**src/rtl/control_sequencer.sv**
```systemverilog
// Hardwired control unit: sequences fetch (T0-T2), decodes the IR opcode and
// runs a three-step register-register ALU execute (T3-T5), driving the
// datapath strobes.
// Ports:
//   clock, clear       - rising-edge clock, asynchronous active-low reset
//   ir[31:0]           - datapath IR (opcode ir[31:27]; Ra/Rb/Rc are decoded in the datapath)
//   mem_ready          - memory read data valid this cycle
//   PCout..Rout        - bus drive enables
//   MARin..Rin         - register load enables
//   IncPC, Read        - PC increment select, memory read strobe
//   Gra, Grb, Grc      - register-field selects
//   ADD..NOT           - ALU operation (one-hot or zero)
//   run                - high while T0-T5 are executing
//   fault              - sticky memory wait timeout flag
module control_sequencer #(
    parameter int unsigned WAIT_LIMIT = 15,
    parameter int unsigned CNT_W      = 4
) (
    input  logic        clock,
    input  logic        clear,
    input  logic [31:0] ir,
    input  logic        mem_ready,
    output logic        PCout,
    output logic        Zlowout,
    output logic        MDRout,
    output logic        Rout,
    output logic        MARin,
    output logic        PCin,
    output logic        MDRin,
    output logic        IRin,
    output logic        Yin,
    output logic        Zin,
    output logic        Rin,
    output logic        IncPC,
    output logic        Read,
    output logic        Gra,
    output logic        Grb,
    output logic        Grc,
    output logic        ADD,
    output logic        SUB,
    output logic        AND,
    output logic        OR,
    output logic        NOT,
    output logic        run,
    output logic        fault
);

    localparam logic [4:0] OP_ADD  = 5'b00011;
    localparam logic [4:0] OP_SUB  = 5'b00100;
    localparam logic [4:0] OP_AND  = 5'b00101;
    localparam logic [4:0] OP_OR   = 5'b00110;
    localparam logic [4:0] OP_NOT  = 5'b10010;
    localparam logic [4:0] OP_HALT = 5'b11011;

    typedef enum logic [2:0] {
        RST, T0, T1, T2, T3, T4, T5, HALT
    } state_t;

    state_t             state, state_nxt;
    logic [CNT_W-1:0]   wait_cnt, wait_cnt_nxt;
    logic               fault_nxt;
    logic [4:0]         opcode;

    assign opcode = ir[31:27];

    // Register fields are consumed by the datapath select/encode logic.
    logic unused_ir_fields;
    assign unused_ir_fields = ^ir[26:0];

    // State, wait counter and sticky fault.
    always_ff @(posedge clock or negedge clear) begin
        if (!clear) begin
            state    <= RST;
            wait_cnt <= '0;
            fault    <= 1'b0;
        end else begin
            state    <= state_nxt;
            wait_cnt <= wait_cnt_nxt;
            fault    <= fault_nxt;
        end
    end

    // Next state and Moore strobes; T3/T4 strobes additionally decode the opcode.
    always_comb begin
        state_nxt    = state;
        wait_cnt_nxt = wait_cnt;
        fault_nxt    = fault;
        PCout = 1'b0; Zlowout = 1'b0; MDRout = 1'b0; Rout = 1'b0;
        MARin = 1'b0; PCin = 1'b0; MDRin = 1'b0; IRin = 1'b0;
        Yin = 1'b0; Zin = 1'b0; Rin = 1'b0;
        IncPC = 1'b0; Read = 1'b0;
        Gra = 1'b0; Grb = 1'b0; Grc = 1'b0;
        ADD = 1'b0; SUB = 1'b0; AND = 1'b0; OR = 1'b0; NOT = 1'b0;
        run = 1'b0;

        case (state)
            RST: state_nxt = T0;
            T0: begin
                run = 1'b1; PCout = 1'b1; MARin = 1'b1; IncPC = 1'b1; Zin = 1'b1;
                state_nxt = T1;
            end
            T1: begin
                run = 1'b1; Zlowout = 1'b1; PCin = 1'b1; Read = 1'b1; MDRin = 1'b1;
                // A ready on the limit cycle still completes the fetch.
                if (mem_ready) begin
                    state_nxt    = T2;
                    wait_cnt_nxt = '0;
                end else if (wait_cnt == CNT_W'(WAIT_LIMIT)) begin
                    state_nxt    = HALT;
                    wait_cnt_nxt = '0;
                    fault_nxt    = 1'b1;
                end else begin
                    wait_cnt_nxt = wait_cnt + CNT_W'(1);
                end
            end
            T2: begin
                run = 1'b1; MDRout = 1'b1; IRin = 1'b1;
                state_nxt = T3;
            end
            T3: begin
                run = 1'b1;
                case (opcode)
                    OP_ADD, OP_SUB, OP_AND, OP_OR: begin
                        Grb = 1'b1; Rout = 1'b1; Yin = 1'b1;
                        state_nxt = T4;
                    end
                    OP_NOT:  state_nxt = T4;
                    OP_HALT: state_nxt = HALT;
                    default: state_nxt = T0;
                endcase
            end
            T4: begin
                run = 1'b1;
                case (opcode)
                    OP_ADD: begin Grc = 1'b1; Rout = 1'b1; Zin = 1'b1; ADD = 1'b1; end
                    OP_SUB: begin Grc = 1'b1; Rout = 1'b1; Zin = 1'b1; SUB = 1'b1; end
                    OP_AND: begin Grc = 1'b1; Rout = 1'b1; Zin = 1'b1; AND = 1'b1; end
                    OP_OR:  begin Grc = 1'b1; Rout = 1'b1; Zin = 1'b1; OR  = 1'b1; end
                    OP_NOT: begin Grb = 1'b1; Rout = 1'b1; Zin = 1'b1; NOT = 1'b1; end
                    default: ;
                endcase
                state_nxt = T5;
            end
            T5: begin
                run = 1'b1; Zlowout = 1'b1; Gra = 1'b1; Rin = 1'b1;
                state_nxt = T0;
            end
            HALT:    state_nxt = HALT;
            default: state_nxt = RST;
        endcase
    end

endmodule

```
**config.mk**
```make
export PLATFORM = sky130hd
export DESIGN_NAME = control_sequencer
export DESIGN_NICKNAME = d
export VERILOG_FILES = /design/src/rtl/control_sequencer.sv
export SDC_FILE = /design/constraint.sdc
export NUM_CORES = 1
export LEC_CHECK = 0
export CAP_MARGIN = 20
export CORE_ASPECT_RATIO = 1.5
export CORE_MARGIN = 2
export CORE_UTILIZATION = 33
export CTS_CLUSTER_DIAMETER = 150
export DETAILED_ROUTE_END_ITERATION = 12
export PLACE_DENSITY = 0.86
export SLEW_MARGIN = 20
export SYNTH_ARGS = -nofsm -noshare
export SYNTH_HDL_FRONTEND = slang
export SYNTH_SLANG_ARGS = --single-unit
export TNS_END_PERCENT = 5
```
**constraint.sdc**
```tcl
create_clock -name clock -period 2.15 [get_ports clock]
set_input_delay 0.215 -clock clock [delete_from_list [all_inputs] [get_ports clock]]
set_output_delay 0.215 -clock clock [all_outputs]
set_load 0.05 [all_outputs]
```
==> Word level (Yosys, flattened, before mapping) <==
Index checks and enable logic that the tools add are counted.
{ "op_classes": {"n_addsub": 1, "mul": 0, "div_mod_pow": 0, "order_cmp": 0, "n_eq_ne": 15, "shift": 0, "muxes": 29, "bitwise": 1, "reduce_logical": 7} }
{ "op_table": {"columns": ["cell", "n"], "rows": [
  ["3-bit one-hot mux with 7 select lines", 1],
  ["1-bit two-way mux", 20],
  ["5-bit by 3-bit equality test with 1-bit output (second input constant)", 3],
  ["3-bit equality test (second input constant)", 4],
  ["5-bit equality test (second input constant)", 2],
  ["4-bit two-way mux", 2],
  ["3-bit by 2-bit equality test with 1-bit output (second input constant)", 2],
  ["3-bit two-way mux", 2],
  ["1-bit one-hot mux with 2 select lines", 3],
  ["3-bit one-hot mux with 2 select lines", 1],
  ["6-bit OR reduction", 1],
  ["5-bit by 2-bit equality test with 1-bit output (second input constant)", 1],
  ["5-bit OR reduction", 1],
  ["4-bit by 1-bit adder with 4-bit output (second input constant)", 1],
  ["4-bit equality test (second input constant)", 1],
  ["2-bit OR reduction", 2],
  ["4-bit OR reduction", 1],
  ["3-bit by 1-bit equality test with 1-bit output (second input constant)", 1],
  ["3-bit zero test", 1],
  ["3-bit inequality test (second input constant)", 1],
  ["3-bit AND reduction", 1],
  ["1-bit NOT", 1]
]} }
{ "word_totals": {"ff_bits": 8, "latchBits": 0, "ramBits": 0, "rom_bits": 0, "in_bits": 35, "out_inout_bits": 23, "wordCells": 56, "mem_count": 0} }

==> Depth between registers and ports, before layout <==
Gate-level depths: netlist (run 1).
{ "depth": {"word_depth": 4, "ltp_mapped": 4, "mapped_depth_nobuf": 4} }

==> Worst setup path after synthesis (run 1) <==
Ideal clock, no wire load.
{ "synth_path": {"path_type": "register to output", "start": "register state[1]", "end": "output Rin", "t_arrival_ps": 2183, "t_required_ps": 1935, "slack_ps": -248, "path_stages_with_launch": 5, "path_buffers": 2, "cell_sequence": "dfrtp_1 > clkbuf_1 > nor2b_1 > and2_1 > buf_4"} }
{ "synth_via": {"elab_chain_cells": 2} }
{ "synth_rtl": {"columns": ["item", "line_no", "text"], "rows": [
  ["from (decl)", "59", "state_t state, state_nxt;"],
  ["from (signal assigned)", "77", "state <= state_nxt;"],
  ["3-bit equality test", null, null],
  ["1-bit two-way mux", null, null],
  ["to (decl)", "33", "output logic Rin,"]
]} }
Every way passes these cells.

==> Worst setup path after layout (run 1) <==
{ "layout_path": {"start": "input ir[29]", "end": "output Grb"} }
{ "layout_via": {"elab_chain_cells": 4, "elab_cells_between_ends": 9, "classes_between": "eq/ne: 5; mux: 3; reduce/logical: 1"} }
{ "layout_rtl": {"columns": ["item", "line_no", "text"], "rows": [
  ["from (decl)", "21", "input logic [31:0] ir,"],
  ["5-bit by 3-bit equality test with 1-bit output / 5-bit by 2-bit equality test with 1-bit output (equally long branches)", "122", "case (opcode)"],
  ["4-bit OR reduction (no line)", null, null],
  ["1-bit two-way mux", "122", null],
  ["1-bit one-hot mux with 2 select lines *", "96", "case (state)"],
  ["to (decl)", "37", "output logic Grb,"]
]} }
Mark *: on every way between the ends. The rest lies on a longest branch, timed or not.

==> impl_metrics.toml, run 1 <==
[run_status]
status = "completed"

[worst_setup_path]
cp_max_fo = 5
r2r-start = "state[2]"
rrSetupSlack_ps = 570
critPathLaunchType = "primary input"
r2r_cells = 3
cp_slowest_cell = "clkdlybuf4s50_1"
cp.arrival_ps = 1830
path_class = "in -> out"
crit_chain = "clkdlybuf4s50_1 > a21boi_0 > o21ai_1 > o31ai_1 > buf_12"
critical_path.max_stage_delay_ps = 500
r2r-end = "wait_cnt[2]"
endpoint_kind = "output port"
cp.required_ps = 1930

[cts]
clk_latency_ps = 250
cts_resized = 0
clkSinkCount = 8
holdBufCountCts = 0
cts_buffer_depth = 2
cts_htree_levels = 1
cts_buffers = 3
cts-root-buf = "clkbuf_4"
postCtsSetupBuffers = 0
clk_pin_slew_worst_paths_ps = 50
cts_tree = "yes"

[synth]
synth.distinct_cells = 35
ys_ff_latch = 8
syn_inst = 76
syn-cell-area_sq_um = 643
synth.net_count = 112
yosysSeqAreaShare = 0.311
synth.area.top_cells = "dfrtp_1 31%, buf_4 7.0%, nor2_1 4.1%"
async_flop_share = 1.00
synth_top_area_cell = "dfrtp_1"
synth_area_per_cell_sq_um = 8.46
synth_edf_count = 0
synth-main-ff-cell = "dfrtp_1"
yosysTopAreaCellShare = 0.311
yosysWarnings = 0

[timing]
relSlewSlack = 0.672
period_share = 0.950
timing.final.hold_violations = 0
setup_viol = 0
rsz0062_at_grt = "no"
post-route-min-period_ps = 2040
tightestPinTransition_ps = 490
maxClockFrequency_ghz = 0.489
drv_slew = 0
skew_ps = 4.60

[drt]
finalWirelength_mm = 1.65
antenna_left = 0
dr.pass1.iters = 4
routed_via_density = 5.52
wl_per_cell_um = 13.6
drc = 0
drt_iter0_markers = 11
vias = 668

[finish]
final-seq-area_sq_um = 200
fillers = 148
synthToLayoutAreaGrowth_pct = 62.6
diodes = 0
final_cell_mix = "13 x buf_12, 10 x buf_4, 9 x clkdlybuf4s50_1"
fin_util = 0.571
layout.nets = 138
drive_gt1_frac = 0.280
multi_input_area_sq_um = 364
final_common_cell = "buf_12"

[die]
initial_utilization = 0.351
num_rows = 19
ios = 58
die_area_sq_um = 2330
fp.dieH_um = 58.1
core_sq_um = 1830
die_width_um = 40.0

[global_route]
grt_pass1_vias = 683
grt_use_total = 0.167
grt_max_degree = 14
overflow = 0
antenna_found_initial = 0
grt_pass1_wl_mm = 2.75

[pwr]
leakagePower_uw = 0.000494
ir_drop_v = 0.000723
fin_total_pwr_uw = 1440
power.density_nw_per_um2 = 1380

[run]
cap_viol_max_count = 0

[place]
hpwl_mm = 1.32
io_buffers = 30
place.gp.congestion = 0.757

[min_path]
min_path_type = "in -> async"
## layout make-up
type | instances | area share
Sequential cell | 8 | 0.191
Inverter | 2 | 0.00718
Tap cell | 21 | 0.0251
Multi-Input combinational cell | 55 | 0.348
Clock buffer | 3 | 0.0215
Timing Repair Buffer | 32 | 0.407
## per-layer routing
metal  up-vias  routed length, um  global-route usage
met5         -                  0                   0
met4         0                 43               0.108
met3         4                 54              0.0230
met2        21                991               0.300
met1       323                561               0.161
li1        320                  -                   -
## state kept, by name, summed over array words and instances, names as in the netlist
register  flops
wait_cnt      4
fault         1
state         3
## power breakdown
part           internal, uW  switching, uW  leakage [uW]  total [uW]
logic                   385            647      0.000376        1030
clock network          63.7           48.3     0.0000138         112
registers               200           96.8      0.000104         297
## worst max-delay path, delay by kind of cell
family	cells	cell delay (ps)
AOI/OAI and AO/OA	3	920
buffers and inverters	2	690
## worst max path at each step
stage / from / to / slack, ps / depth (start not counted)
global placement: ir[29] / Grb / 150 / 5
floorplan: ir[27] / Grb / -30 / 4
finish: ir[29] / Grb / 110 / 5
global route: ir[29] / Grb / 0.1 / 5
CTS: ir[29] / Grb / 110 / 5
detailed placement: ir[29] / Grb / 110 / 5
## cells by family (layout without fill, tap and decap cells)
group / count (synthesis) / after routing / synth area share
and+or+nand+nor: 34 / 34 / 0.309
AOI/OAI and AO/OA: 18 / 18 / 0.206
buffers and inverters: 13 / 37 / 0.126
DFF: 8 / 8 / 0.311
xor gates and xnor gates: 2 / 2 / 0.0272
adders and majority gates: 1 / 1 / 0.0195
## synthesized netlist by cell type, types with 2 or more instances
library cell	count
dfrtp_1	8
nor2_1	7
buf_4	6
nand2_1	4
nand3_1	4
a22o_1	3
and3_1	3
and3b_1	3
nor3_1	3
a21o_1	2
a21oi_1	2
buf_2	2
clkbuf_1	2
inv_1	2
nand2b_1	2
nor2b_1	2
nor3b_1	2
xnor2_1	2
## stage by stage
step                      setup TNS [ps]  cell area, sq um  std cells  setup slack (ps)  hold WS, ps
after floorplan                    -27.8               646         76             -27.8        -80.6
after global placement                 0              1020        118               155          439
after detailed placement               0              1020        118               107          443
after CTS                              0              1050        121               106          244
after global routing                   0              1050        121             0.129          260
final                                  0              1050        121               107          241
No activity file was read; power rests on OpenSTA's default activity.
==> inputs of run 2 (changes only) <==
Settings changed: PLACE_DENSITY 0.86 to 0.83.
==> impl_metrics.toml, run 2 (synthesized netlist as in run 1, its figures left out) <==
[timing]
fin_worst_hold_slack_ps = 236
relSlewSlack = 0.671
drv_slew = 0
tightestPinTransition_ps = 491
maxClockFrequency_ghz = 0.494
skew_ps = 3.35
setup_viol = 0
timing.final.hold_violations = 0
period_share = 0.942
post-route-min-period_ps = 2030
setup_slack_ps = 125
rsz0062_at_grt = "no"

[cts]
cts_htree_levels = 1
cts_buffer_depth = 2
clk_pin_slew_worst_paths_ps = 50
cts_buffers = 3
cts_tree = "yes"
clkSinkCount = 8
holdBufCountCts = 0
cts-root-buf = "clkbuf_4"
clk_latency_ps = 260

[finish]
top_regs = "wait_cnt (4), state (3), fault (1)"
drive_gt1_frac = 0.290
synthToLayoutAreaGrowth_pct = 62.8
fin_util = 0.572
top_register = "wait_cnt"
final_cell_mix = "13 x buf_12, 10 x buf_4, 9 x clkdlybuf4s50_1"
final_common_cell = "buf_12"
fillers = 146
diodes = 0
layout.nets = 138
largest_reg_flops = 4
final_area_sq_um = 1050

[global_route]
grt_use_total = 0.158
grt_max_degree = 16
grt_pass1_vias = 640
overflow = 0
grt_pass1_wl_mm = 2.64
antenna_found_initial = 0

[die]
core_sq_um = 1830
ios = 58
die_width_um = 40.0
die_area_sq_um = 2330
initial_utilization = 0.351
fp.dieH_um = 58.1
num_rows = 19

[drt]
finalWirelength_mm = 1.53
routed_via_density = 5.41
dr.pass1.iters = 4
wl_per_cell_um = 12.7
drc = 0
drt_iter0_markers = 4
antenna_left = 0
vias = 655

[place]
dp_slack_ps = 151
place.gp.congestion = 0.799
place_area_sq_um = 1020
hpwl_mm = 1.23
io_buffers = 30

[worst_setup_path]
cp.arrival_ps = 1810
cp_max_fo = 13
critPathLaunchType = "register"
endpoint_kind = "output port"
cp.required_ps = 1930
path_class = "reg -> out"

[run]
cap_viol_max_count = 0

[pwr]
ir_drop_v = 0.000798
leakagePower_uw = 0.000493
power.density_nw_per_um2 = 1350

[run_status]
status = "completed"

[min_path]
min_path_type = "in -> async"
==> run 2: per-layer routing <==
layer	wire [um]	GRT usage	vias to the layer above
met5	0	0	-
li1	-	-	321
met2	855	0.270	22
met1	556	0.166	305
met3	74	0.0307	7
met4	44	0.0936	0
==> run 2: path summary, 6_finish.rpt <==
kind                          start          end  slack (ps)  cells after the start
setup / recovery           state[2]          AND         120                      4
hold / removal                clear        fault         240                      1
setup reg to reg           state[1]  wait_cnt[2]         580                      3
hold reg to reg               fault        fault         450                      1
max in group asynchronous     clear     state[0]        1620                      1
min in group clock            fault        fault         450                      1
==> run 2: report_power, final <==
group          total, uW  internal, uW  switching, uW
Sequential           311           202            109
Combinational        991           374            617
Clock                115          63.8           50.9
Total               1420           640            777
==> run 2: through the flow <==
step / total power (uW) / cells / setup TNS [ps]
floorplan: 1030 / 76 / -27.8
detailed placement: 1300 / 118 / 0
CTS: 1420 / 121 / 0
global placement: 1280 / 118 / 0
global route: 1490 / 121 / 0
finish: 1420 / 121 / 0
==> run 2: what timing repair did <==
item / in CTS / in global routing
setup buffers: 0 / 0
resized for setup: 0 / 1
endpoints found under the hold margin: 0 / 0
setup endpoints to repair: 0 / 3
==> run 2: critical path: stages (launching register included) <==
cell and delay [ps]:
dfrtp_1 540, and3b_1 290, nand3_1 150, nor3b_1 380, buf_12 190
==> run 2: layout make-up <==
type	instances	area, sq um	area share
multi-input combinational	55	364	0.348
tap	21	26.3	0.0251
timing repair buffer	32	425	0.406
sequential	8	201	0.192
inverter	2	7.51	0.00717
clock buffer	3	22.5	0.0215
